===== src/rtl/fetch_sequencer.sv =====
// fetch_sequencer
//   Owns the program counter of the pipelined core and picks the next fetch
//   address each cycle. The choices are a sequential increment, a branch or
//   jump redirect, a load-use stall, or a halt drain. It also drives the
//   IF/ID valid, flush and hold controls, so programs do not need NOP padding
//   for bubble slots.
//
// Ports
//   clk, rst_n        rising-edge clock, asynchronous active-low reset
//   start             pulse: leave IDLE/HALTED and fetch from RESET_PC
//   stall_req         load-use hazard: hold pc and IF/ID this cycle
//   halt_seen         decode holds a valid HALT
//   redirect_valid    EX resolved a taken branch/jal/jalr
//   redirect_target   absolute word address of the redirect
//   pc, pc_plus1      registered fetch address and its link value
//   fetch_valid       registered: the instruction at pc is live
//   hold, flush       combinational IF/ID controls
//   halted            registered: the core has stopped
//   fault             sticky: pc tried to leave 0..IMEM_DEPTH-1
//   run_cycles        saturating count of RUN/REFILL/DRAIN cycles
module fetch_sequencer #(
  parameter int IMEM_DEPTH    = 64,
  parameter int RESET_PC      = 0,
  parameter int REFILL_CYCLES = 0,
  parameter int DRAIN_CYCLES  = 3
) (
  input  logic        clk,
  input  logic        rst_n,
  input  logic        start,
  input  logic        stall_req,
  input  logic        halt_seen,
  input  logic        redirect_valid,
  input  logic [31:0] redirect_target,
  output logic [31:0] pc,
  output logic [31:0] pc_plus1,
  output logic        fetch_valid,
  output logic        hold,
  output logic        flush,
  output logic        halted,
  output logic        fault,
  output logic [31:0] run_cycles
);

  typedef enum logic [2:0] {IDLE, RUN, REFILL, DRAIN, HALTED} state_t;

  localparam logic [31:0] RESET_PC_W = 32'(RESET_PC);
  localparam logic [31:0] DEPTH_W    = 32'(IMEM_DEPTH);
  localparam logic [31:0] LAST_PC_W  = 32'(IMEM_DEPTH - 1);
  localparam logic [2:0]  REFILL_LD  = 3'(REFILL_CYCLES);
  localparam logic [2:0]  DRAIN_LD   = 3'(DRAIN_CYCLES);

  state_t      state_q, state_d;
  logic [31:0] pc_q, pc_d;
  logic [31:0] pc_plus1_q;
  logic [2:0]  cnt_q, cnt_d;
  logic        fault_q, fault_d;
  logic        fetch_valid_q, halted_q;
  logic [31:0] run_cycles_q, run_cycles_d;
  logic        active;

  // NOTE: every signal written here gets a default first, so no path can
  // leave one unassigned and infer a latch.
  always_comb begin
    state_d      = state_q;
    pc_d         = pc_q;
    cnt_d        = cnt_q;
    fault_d      = fault_q;
    run_cycles_d = run_cycles_q;
    flush        = 1'b0;
    hold         = 1'b0;
    active       = (state_q == RUN) || (state_q == REFILL) || (state_q == DRAIN);

    if (active && (run_cycles_q != 32'hFFFF_FFFF)) begin
      run_cycles_d = run_cycles_q + 32'd1;
    end

    // A redirect has the same effect in RUN, REFILL and DRAIN. In DRAIN it
    // comes from an instruction older than the HALT, so it cancels the halt.
    if (active && redirect_valid) begin
      flush = 1'b1;
      if (redirect_target >= DEPTH_W) begin
        fault_d = 1'b1;
        state_d = HALTED;
      end else begin
        pc_d = redirect_target;
        if (REFILL_CYCLES > 0) begin
          state_d = REFILL;
          cnt_d   = REFILL_LD;
        end else begin
          state_d = RUN;
        end
      end
    end else begin
      unique case (state_q)
        IDLE: begin
          if (start) begin
            state_d = RUN;
            pc_d    = RESET_PC_W;
          end
        end
        RUN: begin
          if (stall_req) begin
            hold = 1'b1;
          end else if (halt_seen) begin
            state_d = DRAIN;
            cnt_d   = DRAIN_LD;
          end else if (pc_q == LAST_PC_W) begin
            fault_d = 1'b1;
            state_d = HALTED;
          end else begin
            pc_d = pc_q + 32'd1;
          end
        end
        REFILL: begin
          cnt_d = cnt_q - 3'd1;
          if (cnt_q == 3'd1) state_d = RUN;
        end
        DRAIN: begin
          cnt_d = cnt_q - 3'd1;
          if (cnt_q == 3'd1) state_d = HALTED;
        end
        HALTED: begin
          if (start) begin
            state_d = RUN;
            pc_d    = RESET_PC_W;
            fault_d = 1'b0;
          end
        end
        default: state_d = IDLE;
      endcase
    end
  end

  // NOTE: state flops use non-blocking assignments only, so every flop
  // samples the values from before the edge.
  always_ff @(posedge clk or negedge rst_n) begin
    if (!rst_n) begin
      state_q       <= IDLE;
      pc_q          <= RESET_PC_W;
      pc_plus1_q    <= RESET_PC_W + 32'd1;
      cnt_q         <= 3'd0;
      fault_q       <= 1'b0;
      fetch_valid_q <= 1'b0;
      halted_q      <= 1'b0;
      run_cycles_q  <= 32'd0;
    end else begin
      state_q       <= state_d;
      pc_q          <= pc_d;
      pc_plus1_q    <= pc_d + 32'd1;
      cnt_q         <= cnt_d;
      fault_q       <= fault_d;
      // Status outputs are registered from the next state, so they line up
      // with the state they describe.
      fetch_valid_q <= (state_d == RUN);
      halted_q      <= (state_d == HALTED);
      run_cycles_q  <= run_cycles_d;
    end
  end

  assign pc          = pc_q;
  assign pc_plus1    = pc_plus1_q;
  assign fetch_valid = fetch_valid_q;
  assign halted      = halted_q;
  assign fault       = fault_q;
  assign run_cycles  = run_cycles_q;

endmodule


===== config.mk =====
export PLATFORM = sky130hd
export DESIGN_NAME = fetch_sequencer
export DESIGN_NICKNAME = d
export VERILOG_FILES = /design/src/rtl/fetch_sequencer.sv
export SDC_FILE = /design/constraint.sdc
export NUM_CORES = 1
export LEC_CHECK = 0
export CORE_AREA = 5 5 125 127
export CTS_BUF_LIST = sky130_fd_sc_hd__clkbuf_4
export DETAILED_ROUTE_END_ITERATION = 8
export DIE_AREA = 0 0 130 132
export HOLD_SLACK_MARGIN = 0.15
export PLACE_DENSITY = 0.77
export RECOVER_POWER = 100
export SYNTH_ARGS = -nofsm -noshare
export SYNTH_HDL_FRONTEND = slang
export SYNTH_SLANG_ARGS = --single-unit

===== constraint.sdc =====
create_clock -name clk -period 4.05 [get_ports clk]
set_clock_uncertainty 0.15 [all_clocks]
set_input_delay 0.81 -clock clk [delete_from_list [all_inputs] [get_ports clk]]
set_output_delay 0.81 -clock clk [all_outputs]
set_load 0.01 [all_outputs]

# --- After elaboration in Yosys (flattened, before gate mapping) ---
# Index checks and enable logic that the tools add are counted.
word_totals:
  regBits: 105
  inputBits: 38
  elab_cells: 71
op_classes:
  add_sub_neg: 4
  n_lt_le_gt_ge: 1
  n_eq_ne: 16
  n_mux: 30
  n_bitwise: 1
  reduce_logical: 11
op_table:
  columns: ["operator", "n"]
  rows:
  - ["$mux 32", 6]
  - ["$add 32x1->32 const B", 3]
  - ["$pmux 32 s2", 1]
  - ["$eq 32x6->1 const B", 1]
  - ["$ge 32x7->1 const B", 1]
  - ["$ne 32x32->1 const B", 1]
  - ["$mux 3", 10]
  - ["$pmux 3 s4", 1]
  - ["$mux 1", 10]
  - ["$eq 3x1->1 const B", 3]
  - ["$eq 3x2->1 const B", 2]
  - ["$eq 3x3->1 const B", 2]
  - ["$ne 3x2->1 const B", 2]
  - ["$pmux 3 s2", 1]
  - ["$reduce_and 6->1", 1]
  - ["$ne 2x2->1 const B", 2]
  - ["$reduce_and 4->1", 1]
  - ["$reduce_or 2->1", 2]
  - ["$logic_not 3->1", 1]
  - ["$ne 3x1->1 const B", 1]
  - ["$ne 3x3->1 const B", 1]
  - ["$reduce_bool 3->1", 1]
  - ["$sub 3x1->3 const B", 1]
  - ["$logic_and 1x1->1", 2]
  - ["other kinds (5)", 6]

# --- Longest topological paths before layout ---
logic_depth:
  word_depth: 7
  ltp_mapped: 13
  depth_no_buf: 11

# --- Worst setup path after synthesis ---
# Ideal clock, no wire load.
synth_path:
  kind: "input-to-reg"
  startpoint: "input redirect_valid"
  endpoint: "register pc_plus1_q[23] (netlist: pc_plus1[23])"
  setup_ns: 0.079
  t_arrival_ns: 3.389
  setup_slack_ns: 0.432
  cell_stages: 10
  cell_sequence: "or4b_1 > buf_2 > or4_4 > a31oi_1 > o221ai_1 > and4bb_1 > nand4_1 > buf_6 > nor4b_2 > xor2_1"
synth_via:
  elab_chain_len: 3
synth_lines:
  columns: ["element", "line", "text"]
  rows:
  - ["start, declared", "32", "input logic redirect_valid,"]
  - ["$logic_and 1x1->1", "79", "if (active && redirect_valid) begin"]
  - ["$mux 32", "79", null]
  - ["$add 32x1->32", "149", "pc_plus1_q <= pc_d + 32'd1;"]
  - ["end signal, assigned", "140", "pc_plus1_q <= RESET_PC_W + 32'd1;"]
  - ["end signal, assigned", "149", null]
  - ["end, declared", "54", "logic [31:0] pc_plus1_q;"]
# Every way passes these cells.
# A chain may end at the register's enable or synchronous reset.

# --- Worst setup path in the final report ---
layout_path:
  startpoint: "input halt_seen"
  endpoint: "register pc_plus1_q[17] (netlist: pc_plus1[17])"
layout_via:
  elab_chain_len: 5
layout_lines:
  columns: ["element", "line", "text"]
  rows:
  - ["start, declared", "31", "input logic halt_seen,"]
  - ["$mux 32", "104", "end else if (halt_seen) begin"]
  - ["$mux 32", "102", "if (stall_req) begin"]
  - ["$pmux 32 s2", "94", "unique case (state_q)"]
  - ["$mux 32", "79", null]
  - ["$add 32x1->32", "149", null]
# Every way passes these cells.

==> results <==
- The critical path launch point is halt_seen.
- The number of sinks driven by the clock tree is 105.
- The global-route wire length before repair is 29500 um.
- Summing all flip-flop and latch instances after layout gives 2630 sq um.
- At the later pin of the worst-skew pair, clock insertion delay measures 0.48 ns.
- The number of setup buffers added after CTS is 0.
- Across the VDD grid, the largest voltage drop is 236 uV.
- The library cell used most frequently in the layout, excluding fill and tap cells, is sky130_fd_sc_hd__dfrtp_1.
- The half-perimeter wire length of the detailed placement result is 14100 um.
- Data on the critical path arrives at its endpoint at 4.13 ns.
- In this run, the number of DRC markers left after iteration 0 of detailed routing was 743.
- The number of distinct library cells after synthesis is 77.
- For this design the top-level I/O count stands at 139.
- The number of pins exceeding their max-slew limit in the final report came to 46.
- The run finished, with violations left.
- The worst-case clock buffer depth is 2.
- The number of hold violations in the final report is 0.
- The number of global-route vias before repair is 5682.
- Entering global routing, the biggest net connects 61 pins.
- For this run, asynchronously set or reset flops after synthesis account for 100%.
- Across all setup checks in the final design, the least slack found is 0.173 ns.
- The cell area power density is 361 nW/um^2.
- The CTS buffer count is 9.
- The post-synthesis to final-layout area growth is 37.1%.
- The maximum clock frequency is 258 MHz.
- The initial cell density of the core is 40.9%.
- In the synthesized netlist the dominant register cell turns out to be sky130_fd_sc_hd__dfrtp_1.
- The warning count from the yosys run is 0.
- Setup repair after global routing left no endpoint under its margin.
- The worst register-to-register path begins at pc[0].
- The post-detailed-route wirelength per cell is 17.9 um.
- The post-synthesis sequential area ratio is 44.9%.
- Global routing finished with a remaining overflow of 0.
- At the placement stage, the worst setup path has a slack of -0.447 ns.
- The required time at the worst-slack endpoint is 4.30 ns.
- The overall routing resource usage is 21.4%.
- The core region is 14300 sq um.
- The register bit count reported by yosys is 105.
- Of the post-synthesis cell area, the dominant cell type holds 44.5%.
- Synthesis produced a netlist whose cell count is 614.
- Measured in cells, the most critical reg-to-reg path has a length of 11.
- The net count after synthesis is 657.
- The initial antenna violation count is 0.
- Cells with a size suffix above 1 make up 11.1% of the layout.
- The mapped netlist covers 5850 sq um.
- The top cell types in the final layout, fill and taps aside, are 104 x sky130_fd_sc_hd__dfrtp_1, 103 x sky130_fd_sc_hd__dlygate4sd3_1, 59 x sky130_fd_sc_hd__nand2_1.
- The y dimension of the die is 132 um.
- The post-route antenna net violation count is 0.
- Of all cell types, the one taking the most synthesized area is sky130_fd_sc_hd__dfrtp_1.
- After detailed routing, the number of vias per cell comes to 5.72.
- The pre-antenna-repair detailed-routing pass consisted of 6 iterations.
- Summing all multi-input logic gate instances after layout gives 3040 sq um.
- The floorplan has 44 rows.
- The number of placed instances, taps included, is 1002.
- The post-route clock period utilization is 95.7%.
- The reg-to-reg critical path endpoint is pc_plus1[17].
- The total via count after detailed routing is 5828.
- The total placed instance area is 8060 sq um.
- Ranked by total cell area, the synthesized netlist is headed by sky130_fd_sc_hd__dfrtp_1 44%, sky130_fd_sc_hd__xnor2_1 5.8%, sky130_fd_sc_hd__nand2_1 3.8%.
- The final layout contains 873 nets.
- The number of standard cells in the final layout excluding fillers is 1019.
- The routed wire length is 18300 um.
- The tool flagged a number of max-cap violations equal to 1.
- The count of buffers added on input and output ports is 138.
- The checks that failed: capacitance limit, slew limit.
- The worst-margin pin slew is 2.56 ns.
- The die is 130 um wide.
- The number of diodes added for antenna fixing is 0.
- Setup violations remaining at the end of the flow were counted as 0.
- After clock tree synthesis, the clock-pin slew on the worst setup and hold paths is 0.14 ns.
- The worst hold path begins at run_cycles[31].
- The worst path needs 3.88 ns of the cycle, external delays included.
- Yosys mapped a number of flops with a built-in enable equal to 0.
- The aggregate negative setup slack is 0 ns.
- The clock tree synthesis step divided the H-tree into 3 levels.
- Across all register-to-register paths, the minimum setup slack is 0.31 ns.
- STA classifies the critical path startpoint as a primary input.
- The leakage power figure is 3.66 nW.
- The critical path ends at pc_plus1[17].
- A synthesized cell averages 9.53 sq um.
- The floorplan step defined a die boundary enclosing 17200 sq um.
- The cell area after layout is 8030 sq um.
- The type of the worst setup path is primary input to register.
- The type of destination of the critical path is a register.
- For this run, the share of the core covered by cells in the final layout is 56.1%.
- Routability-driven placement finished with a final weighted congestion of 1.01.
- The max-slew headroom at the worst pin is -70.6%.
- The path category of the worst min-delay check is register to register.
- The final routed DRC violation total is 0.
- The buffer cell driving the clock tree root is sky130_fd_sc_hd__clkbuf_4.
- Along the worst path, the maximum fanout reaches 11.
- TritonCTS built the clock tree.
- Counting the fill cells in the layout gives 1307.
[per-stage QoR]
step | power [mW] | hold slack, ns
2_1_floorplan | 1.88 | 0.300
3_3_place_gp | 2.45 | 0.323
3_5_place_dp | 2.47 | 0.326
4_1_cts | 2.97 | 0.357
5_1_grt | 3.08 | 0.364
6_report | 2.90 | 0.347
[final cells by class]
| class | instances | share of cell area [%] |
|---|---|---|
| multi-input cells | 477 | 37.9 |
| well taps | 184 | 2.87 |
| repair buffers | 221 | 24.3 |
| clock buffers | 11 | 1.03 |
| inverters | 16 | 0.748 |
| clock inverters | 5 | 0.405 |
| flip-flops and latches | 105 | 32.8 |
[where the power goes]
part           total, mW  switching [mW]  internal (mW)
Combinational       1.15           0.664          0.488
Clock              0.485           0.347          0.138
Sequential          1.26           0.114           1.15
Total               2.90            1.12           1.78
[worst min-delay path by stage]
| stage | depth (start not counted) | slack (ns) | endpoint |
|---|---|---|---|
| finish | 1 | 0.35 | run_cycles[31] |
| detailed placement | 2 | 0.33 | cnt_q[2] |
| floorplan | 2 | 0.30 | cnt_q[2] |
| global placement | 2 | 0.32 | cnt_q[2] |
| CTS | 1 | 0.36 | run_cycles[31] |
| global route | 1 | 0.36 | run_cycles[31] |
[timing repair]
item                                    4_1_cts  5_1_grt
resized for setup                             0        1
endpoints found under the setup margin        0        5
hold endpoints to repair                     14        0
hold buffers                                  1        0
[per-layer routing]
metal,wire (um),global-route usage [%]
met2,8330,33.6
met3,1650,4.90
met1,7770,28.8
met5,0,0
met4,539,8.03
[synthesized netlist by cell type, types with 4 or more instances]
cell type / n
sky130_fd_sc_hd__nor3_1: 21
sky130_fd_sc_hd__nand2_1: 59
sky130_fd_sc_hd__buf_2: 7
sky130_fd_sc_hd__and2_1: 8
sky130_fd_sc_hd__a41oi_1: 5
sky130_fd_sc_hd__nand2b_1: 9
sky130_fd_sc_hd__ha_1: 5
sky130_fd_sc_hd__nand4b_1: 4
sky130_fd_sc_hd__o211ai_1: 10
sky130_fd_sc_hd__nor2_1: 50
sky130_fd_sc_hd__a31oi_1: 13
sky130_fd_sc_hd__o31ai_1: 5
sky130_fd_sc_hd__nand4_1: 22
sky130_fd_sc_hd__and4_1: 7
sky130_fd_sc_hd__xor2_1: 20
sky130_fd_sc_hd__nor4_1: 24
sky130_fd_sc_hd__xnor2_1: 39
sky130_fd_sc_hd__a21oi_1: 18
sky130_fd_sc_hd__nand3_1: 43
sky130_fd_sc_hd__o31a_1: 4
sky130_fd_sc_hd__dfrtp_1: 104
sky130_fd_sc_hd__mux2i_1: 5
sky130_fd_sc_hd__and3_1: 11
sky130_fd_sc_hd__clkbuf_1: 7
sky130_fd_sc_hd__inv_1: 15
sky130_fd_sc_hd__o21ai_0: 15
sky130_fd_sc_hd__or2_2: 7
[critical path, cell delays in order]
cell	delay, ns
sky130_fd_sc_hd__dlygate4sd3_1	0.57
sky130_fd_sc_hd__clkbuf_1	0.14
sky130_fd_sc_hd__or3b_2	0.48
sky130_fd_sc_hd__nor4_1	0.28
sky130_fd_sc_hd__mux2i_1	0.15
sky130_fd_sc_hd__a31oi_1	0.17
sky130_fd_sc_hd__o221ai_1	0.17
sky130_fd_sc_hd__and4bb_1	0.37
sky130_fd_sc_hd__nand4_1	0.19
sky130_fd_sc_hd__buf_12	0.21
sky130_fd_sc_hd__a2111oi_1	0.39
sky130_fd_sc_hd__xor2_1	0.19
[flip-flops by register name, indices dropped and copies added (netlist names)]
signal	count
pc	32
pc_plus1	32
run_cycles	32
cnt_q	3
state_q	3
fault	1
fetch_valid	1
halted	1
[cells by family after synthesis]
group	after synthesis	share of synthesized area, %
compound gates	109	13.3
xor+xnor	59	8.83
fa+ha+maj	5	1.07
buf+inv	32	2.33
flops	105	44.9
mux	6	1.05
simple gates	298	28.5
Note: power is estimated with default switching activity, not from simulation.
